==> src/rtl/order_risk_check.sv <==
// Pre-trade risk stage: checks qty, price band, net position and order rate on each
// handshaked order word, forwards accepted words unchanged through a single output
// register, and reports rejects on a one-cycle side channel.
// Optional feature: define RISK_KILL_SWITCH_EN to add the kill input (reject code 5).
module order_risk_check #(
  parameter int unsigned WIDTH      = 64,
  parameter int unsigned BURST      = 8,
  parameter int unsigned REFILL_CYC = 16
) (
  input  logic             clk,
  input  logic             rst_n,
  input  logic             in_valid,
  output logic             in_ready,
  input  logic [WIDTH-1:0] in_data,
  output logic             out_valid,
  input  logic             out_ready,
  output logic [WIDTH-1:0] out_data,
  input  logic [15:0]      cfg_max_qty,
  input  logic [31:0]      cfg_price_lo,
  input  logic [31:0]      cfg_price_hi,
  input  logic [31:0]      cfg_pos_limit,
  output logic             rej_valid,
  output logic [2:0]       rej_code,
  output logic [31:0]      net_pos,
  output logic [31:0]      acc_cnt,
  output logic [31:0]      rej_cnt
`ifdef RISK_KILL_SWITCH_EN
  ,
  input  logic             kill
`endif
);

  localparam int unsigned TokW = $clog2(BURST + 1);
  localparam int unsigned CntW = (REFILL_CYC > 1) ? $clog2(REFILL_CYC) : 1;

  localparam logic [2:0] CodeOk    = 3'd0;
  localparam logic [2:0] CodeQty   = 3'd1;
  localparam logic [2:0] CodePrice = 3'd2;
  localparam logic [2:0] CodePos   = 3'd3;
  localparam logic [2:0] CodeRate  = 3'd4;
  localparam logic [2:0] CodeKill  = 3'd5;

  logic             out_valid_q, out_valid_d;
  logic [WIDTH-1:0] out_data_q, out_data_d;
  logic             rej_valid_q, rej_valid_d;
  logic [2:0]       rej_code_q, rej_code_d;
  logic [31:0]      net_pos_q, net_pos_d;
  logic [31:0]      acc_cnt_q, acc_cnt_d;
  logic [31:0]      rej_cnt_q, rej_cnt_d;
  logic [TokW-1:0]  tokens_q, tokens_d;
  logic [CntW-1:0]  refill_cnt_q, refill_cnt_d;

  logic        kill_w;
  logic        hs, accept, reject, refill, pos_bad;
  logic        side;
  logic [15:0] qty;
  logic [31:0] price;
  logic [2:0]  code;
  // 34-bit two's complement so |net_pos +/- qty| never wraps.
  logic [33:0] pos_ext, pos_new, pos_abs;

`ifdef RISK_KILL_SWITCH_EN
  assign kill_w = kill;
`else
  assign kill_w = 1'b0;
`endif

  assign side  = in_data[63];
  assign qty   = in_data[47:32];
  assign price = in_data[31:0];

  assign in_ready = !out_valid_q || out_ready;
  assign hs       = in_valid && in_ready;

  // Risk decision for the word presented this cycle; first failing check wins.
  always_comb begin
    pos_ext = {{2{net_pos_q[31]}}, net_pos_q};
    pos_new = side ? (pos_ext + {18'b0, qty}) : (pos_ext - {18'b0, qty});
    pos_abs = pos_new[33] ? (34'd0 - pos_new) : pos_new;
    pos_bad = pos_abs > {2'b00, cfg_pos_limit};
    code    = CodeOk;
    if (kill_w) begin
      code = CodeKill;
    end else if (qty == 16'd0 || qty > cfg_max_qty) begin
      code = CodeQty;
    end else if (price < cfg_price_lo || price > cfg_price_hi) begin
      code = CodePrice;
    end else if (pos_bad) begin
      code = CodePos;
    end else if (tokens_q == '0) begin
      code = CodeRate;
    end
  end

  assign accept = hs && (code == CodeOk);
  assign reject = hs && (code != CodeOk);
  assign refill = (refill_cnt_q == CntW'(REFILL_CYC - 1));

  // Next-state for output register, reject channel, position, counters and token bucket.
  always_comb begin
    out_valid_d  = out_valid_q;
    out_data_d   = out_data_q;
    net_pos_d    = net_pos_q;
    acc_cnt_d    = acc_cnt_q;
    rej_cnt_d    = rej_cnt_q;
    tokens_d     = tokens_q;
    refill_cnt_d = refill ? '0 : refill_cnt_q + 1'b1;
    rej_valid_d  = reject;
    rej_code_d   = reject ? code : CodeOk;

    if (hs) begin
      out_valid_d = accept;
    end else if (out_ready) begin
      out_valid_d = 1'b0;
    end

    if (accept) begin
      out_data_d = in_data;
      net_pos_d  = pos_new[31:0];
      acc_cnt_d  = acc_cnt_q + 32'd1;
    end
    if (reject) begin
      rej_cnt_d = rej_cnt_q + 32'd1;
    end

    // Simultaneous refill and consume cancel out.
    if (accept && !refill) begin
      tokens_d = tokens_q - 1'b1;
    end else if (refill && !accept && tokens_q != TokW'(BURST)) begin
      tokens_d = tokens_q + 1'b1;
    end
  end

  // State registers.
  always_ff @(posedge clk or negedge rst_n) begin
    if (!rst_n) begin
      out_valid_q  <= 1'b0;
      out_data_q   <= '0;
      rej_valid_q  <= 1'b0;
      rej_code_q   <= 3'd0;
      net_pos_q    <= 32'd0;
      acc_cnt_q    <= 32'd0;
      rej_cnt_q    <= 32'd0;
      tokens_q     <= TokW'(BURST);
      refill_cnt_q <= '0;
    end else begin
      out_valid_q  <= out_valid_d;
      out_data_q   <= out_data_d;
      rej_valid_q  <= rej_valid_d;
      rej_code_q   <= rej_code_d;
      net_pos_q    <= net_pos_d;
      acc_cnt_q    <= acc_cnt_d;
      rej_cnt_q    <= rej_cnt_d;
      tokens_q     <= tokens_d;
      refill_cnt_q <= refill_cnt_d;
    end
  end

  assign out_valid = out_valid_q;
  assign out_data  = out_data_q;
  assign rej_valid = rej_valid_q;
  assign rej_code  = rej_code_q;
  assign net_pos   = net_pos_q;
  assign acc_cnt   = acc_cnt_q;
  assign rej_cnt   = rej_cnt_q;

endmodule
==> config.mk <==
export PLATFORM = sky130hd
export DESIGN_NAME = order_risk_check
export DESIGN_NICKNAME = d
export VERILOG_FILES = /design/src/rtl/order_risk_check.sv
export SDC_FILE = /design/constraint.sdc
export NUM_CORES = 1
export LEC_CHECK = 0
export ABC_AREA = 1
export BUFFER_PORTS_ARGS = -buffer_cell sky130_fd_sc_hd__buf_2
export CAP_MARGIN = 25
export CORE_ASPECT_RATIO = 0.7
export CORE_MARGIN = 3
export CORE_UTILIZATION = 30
export CTS_BUF_LIST = sky130_fd_sc_hd__clkbuf_2 sky130_fd_sc_hd__clkbuf_4 sky130_fd_sc_hd__clkbuf_8
export DETAILED_ROUTE_END_ITERATION = 10
export GPL_TIMING_DRIVEN = 0
export SKIP_CTS_REPAIR_TIMING = 1
export SLEW_MARGIN = 20
export SYNTH_ARGS = -nofsm -noshare
export SYNTH_HDL_FRONTEND = slang
export SYNTH_SLANG_ARGS = --single-unit
==> constraint.sdc <==
create_clock -name clk -period 7.3 [get_ports clk]
set_input_delay 0.365 -clock clk [delete_from_list [all_inputs] [get_ports clk]]
set_output_delay 0.365 -clock clk [all_outputs]
set_load 0.005 [all_outputs]
## After elaboration in Yosys (flattened, before gate mapping)

Index checks and enable logic that the tools add are counted.

- Add/subtract/negate cells: 8
- Reduce and logical (&&, ||, !) cells: 18
- Equality and inequality tests: 2
- Order comparisons: 4
- Mux-type cells: 12

Operators by type and width:

| cell | number |
|---|---|
| 34-bit two-way mux | 2 |
| 32-bit by 1-bit adder with 32-bit output (second input constant) | 2 |
| 34-bit by 32-bit > comparator with 1-bit output | 1 |
| 1-bit by 34-bit subtractor with 34-bit output (first input constant) | 1 |
| 32-bit by 17-bit adder with 33-bit output | 1 |
| 32-bit by 17-bit subtractor with 33-bit output | 1 |
| 32-bit > comparator | 1 |
| 32-bit less-than comparator | 1 |
| 16-bit > comparator | 1 |
| 16-bit zero test | 1 |
| 3-bit two-way mux | 5 |
| 4-bit two-way mux | 3 |
| 4-bit by 1-bit adder with 4-bit output (second input constant) | 2 |
| 1-bit logical AND | 6 |
| 4-bit equality test (second input constant) | 1 |
| 4-bit zero test | 1 |
| 4-bit != test (second input constant) | 1 |
| 2-bit nonzero test | 2 |
| 4-bit by 1-bit subtractor with 4-bit output (second input constant) | 1 |
| 1-bit zero test | 3 |
| 3-bit zero test | 1 |
| 1-bit logical OR | 3 |
| 3-bit nonzero test | 1 |
| 1-bit two-way mux | 2 |

- Word-level logic and storage cells: 53
- Register bits after elaboration: 173
- Bits of input ports: 180

## Logic depth before layout (Yosys ltp)

- Depth in word-level cells: 15
- Mapped depth: 56
- Depth with buffers taken out: 55

## Worst setup path before layout

OpenSTA, ideal clock, no wires.

- Kind: input port to flip-flop
- Start point: input in_data[33]
- End point: register tokens_q[3]
- Library setup time: 0.076 ns
- Slack: 0.846 ns
- Data required time: 7.224 ns
- Data arrival time: 6.379 ns
- Stages on the path: 52
- Path buffers: 1
- Path through: nor3_1 nand3_1 nor2_1 nand2_1 nor3_1 nand3_1 nor3_1 and3_1 ha_1 nand2_1 o21ai_0 ha_1 nand2_1 nor2_1 inv_1 nor2_1 nand2_1 nand2_2 (+16 left out) nand2_1 nand2_1 nand2_1 nand2_1 nand2_1 nand3_1 nor2_1 nand3_1 inv_1 ha_1 nand2_1 nand2_1 a31oi_1 inv_1 nand2_1 nand2_1 nand2_1 nand2_1

- Word-level cells in the longest chain between the ends: 14

Ends and longest elaborated chain:

| what | line | text |
|---|---|---|
| start: declaration | 14 | `input logic [WIDTH-1:0] in_data,` |
| 32-bit by 17-bit subtractor with 33-bit output or 32-bit by 17-bit adder with 33-bit output (tied branches) | 78 | `pos_new = side ? (pos_ext + {18'b0, qty}) : (pos_ext - {18'b0, qty});` |
| 34-bit two-way mux | 78 |  |
| 1-bit by 34-bit subtractor with 34-bit output | 79 | `pos_abs = pos_new[33] ? (34'd0 - pos_new) : pos_new;` |
| 34-bit two-way mux | 79 |  |
| 34-bit by 32-bit > comparator with 1-bit output | 80 | `pos_bad = pos_abs > {2'b00, cfg_pos_limit};` |
| 3-bit two-way mux | 88 | `end else if (pos_bad) begin` |
| 3-bit two-way mux | 86 | `end else if (price < cfg_price_lo \|\| price > cfg_price_hi) begin` |
| 3-bit two-way mux (*) | 84 | `end else if (qty == 16'd0 \|\| qty > cfg_max_qty) begin` |
| 3-bit zero test (*) | 95 | `assign accept = hs && (code == CodeOk);` |
| 1-bit logical AND (*) | 95 |  |
| 1-bit zero test | 129 | `end else if (refill && !accept && tokens_q != TokW'(BURST)) begin` |
| 1-bit logical AND (2 in series) | 129 |  |
| 2-bit nonzero test (no line) | -- |  |
| end signal: assignment | 144 | `tokens_q <= TokW'(BURST);` |
| end signal: assignment | 154 | `tokens_q <= tokens_d;` |
| end: declaration | 50 | `logic [TokW-1:0] tokens_q, tokens_d;` |

Mark *: on every way between the ends. The rest lies on a longest branch, timed or not.
A chain may end at the register's enable or synchronous reset.

## Final worst setup path

Ends and elaborated chain as after synthesis.

==> results.md <==
- Initial antenna violation count: 3
- Pint: 2.99 mW
- Htree depth: 4
- Pwr Density: 345 nW/um^2
- Startpoint Class: primary input
- Iter 0 DRT Violations: 1207
- Synth top area cells: dfrtp_1, nand2_1, ha_1, inv_1, xor2_1
- Worst vdd ir: 0.000164 V
- Slew at the pin closest to its max-slew limit: 836 ps
- Setup TNS: 0 ps
- Final Setup Violations: 0
- Post-Route WL: 53600 um
- Core Area: 48300 um^2
- Antenna Violating Nets Remaining: 0
- CTS clk-pin slew, worst paths: 130 ps
- Area share of fa/ha/maj cells after synthesis: 0.131
- Max-cap violations: 0
- Switching Share: 0.518
- Final cell count without fillers: 3239
- I/O Buffers: 344
- Hold Vio Cnt, Final: 0
- RSZ-0062 raised after global routing: false
- Commonest non-fill, non-tap cell in the layout: nand2_1
- Nets: 2902
- Row count: 67
- CTS Buf Count: 17
- Routed wire per std cell: 16.5 um
- Root Buffer: clkbuf_8
- Xor and xnor area share after synthesis: 0.0674
- Buf+Inv Stages, Crit Path: 7
- Static Leak: 10.3 nW
- Crit path time final: 6820 ps
- Hold Path Sink: out_data[53]
- Largest net degree at the start of global routing: 75
- Die Span Y: 192 um
- Die area: 52000 um^2
- Worst reg2reg path depth: 42
- Area Growth Syn to Fin: 21.6%
- R2R Setup Slk: 1060 ps
- Arr. time, crit path: 7250 ps
- Sequential share of the synthesized area: 0.293
- Die width: 271 um
- CTS Buffer Depth: 2
- Crit-path slowest cell: ha_1
- Critical path's top delay family: simple AND/OR/NAND/NOR gates
- Comb pwr share: 0.620
- Placed cells: 3202
- Critical Path Max Stage Delay: 380 ps
- Mapped Avg Cell Area: 6.71 um^2
- Simple-gate share of the synthesized area: 0.322
- Clock power share: 0.124
- TritonRoute pass-1 iters: 6
- Final Max Tran Viols: 0
- P_sw: 3.21 mW
- CP Capture Type: flop
- Seq cells post-synth: 173
- Vias in the first global route: 14500
- Final cycle utilization of the critical path: 0.935
- Number of top-level pins: 346
- CTS tree: built
- Distinct cells, synth: 47
- Skew final: 41.2 ps
- Hold Path Class: in2reg
- Synth area leader: dfrtp_1
- Final HPWL DP: 44500 um
- Crit path required time: 7730 ps
- Post-synthesis compound-gate area fraction: 0.0702
- Crit-path most repeated cell: nand2_1
- Synthesized area: 14800 um^2
- Post-Syn Instances: 2200
- Post-synth ARST share: 1.00
- Worst-Skew Late Latency: 510 ps
- Commonest non-fill, non-tap cells in the layout: nand2_1, inv_1, buf_2
- RePlAce Congestion: 0.953
- Clock Sinks: 173
- Main combinational cell family by area after synthesis: simple AND/OR/NAND/NOR gates
- Drc violations: 0
- F_max: 147 MHz
- Share of layout cells above drive strength 1: 0.182
- Share of the synthesized area in the top cell type: 0.291
- GRT Overall Usage: 0.201
- Reg2reg start: net_pos[0]
- Initial Utilization: 0.306
- Global-route wire length before repair: 81600 um
- YS warnings: 0
- Mux contribution to synthesized area: 0
- Max-slew headroom: 0.443
- Share of total power in sequential cells: 0.256
- EDFF count, synth: 0
- Reg2reg end: tokens_q[3]
- Vias: 15200
- Critical path class: in2reg
- Synth Flop Type: dfrtp_1
- Global route overflow: 0
- Critical path peak fanout: 8
- Detailed-route vias per instance: 4.70
- Outcome: finished, final reports clean
- Min-delay src: in_data[53]
- Syn nets: 2533
- Hold Path Depth: 3
-- metal layers --
| layer | up-vias | global-route usage | share of wire |
|---|---|---|---|
| met5 | - | 0 | 0.00050 |
| met4 | 4 | 0.0332 | 0.011 |
| met3 | 46 | 0.0400 | 0.071 |
| met2 | 473 | 0.294 | 0.42 |
| met1 | 7104 | 0.308 | 0.50 |
| li1 | 7608 | - | - |
-- how the worst max path moves through the flow --
stage	to	start	slack, ps	cells after the start
after CTS	tokens_q[3]	in_data[33]	-200	54
final	tokens_q[3]	in_data[33]	480	47
after global routing	tokens_q[3]	in_data[33]	20	47
after global placement	tokens_q[3]	in_data[33]	-1430	53
after detailed placement	tokens_q[3]	in_data[33]	-740	54
after floorplan	tokens_q[3]	in_data[33]	850	52
-- sequential cells by signal, summed over array words and instances, names as in the netlist --
register	flops
tokens_q	4
rej_code	3
rej_cnt	32
out_valid	1
rej_valid	1
out_data	64
refill_cnt_q	4
net_pos	32
acc_cnt	32
-- synth_stat cells (all sizes together), types with 4 or more instances --
cell type,count
nor2,181
ha,151
xor2,87
nand3,71
o211ai,5
a21oi,74
o21ai,83
and2,4
a31oi,18
nor4,17
inv,387
xnor2,24
a211oi,4
dfrtp,172
clkbuf,12
nand4,40
nor3,43
nand2,770
buf,25
or2,4
nor3b,4
nand3b,7
-- power by group through the flow --
stage,logic (mW),clock network [mW],registers (mW)
after global routing,4.36,0.833,1.63
after detailed placement,3.73,0,1.60
after CTS,3.75,0.798,1.59
after floorplan,2.46,0,1.56
after global placement,3.64,0,1.59
final,3.84,0.771,1.59
-- logic make-up (layout without fill, tap and decap cells) --
| logic type | after synthesis | in the layout |
|---|---|---|
| AO/OA/AOI/OAI | 193 | 193 |
| XOR/XNOR | 111 | 111 |
| adder cells (fa/ha/maj) | 153 | 153 |
| buffers and inverters | 427 | 809 |
| flip-flops | 173 | 173 |
| other | 0 | 2 |
| AND/OR/NAND/NOR | 1143 | 1143 |
-- worst min-delay path: stages --
cell and delay [ps]:
buf_2 70, nand2_1 40, nand2_1 50
-- cell type report --
type | count | area, um^2
inverter | 390 | 1470
multi-input combinational | 1600 | 8840
tap | 655 | 820
buffer | 37 | 254
fill | 5266 | 30300
antenna | 2 | 5.00
clock inverter | 15 | 194
timing repair buffer | 350 | 1820
sequential | 173 | 4330
clock buffer | 17 | 234
-- stage by stage --
stage | util | power, mW | setup WS [ps] | hold slack [ps] | area (um^2)
after floorplan | - | 4.02 | 846 | 69.4 | 14800
after global placement | 0.358 | 5.23 | -1430 | 450 | 17300
after detailed placement | 0.360 | 5.34 | -740 | 271 | 17400
after CTS | 0.369 | 6.14 | -205 | -323 | 17800
after global routing | 0.372 | 6.82 | 23.2 | 19.3 | 18000
final | 0.372 | 6.20 | 478 | 50.8 | 18000
Note: power is estimated with default switching activity, not from simulation.
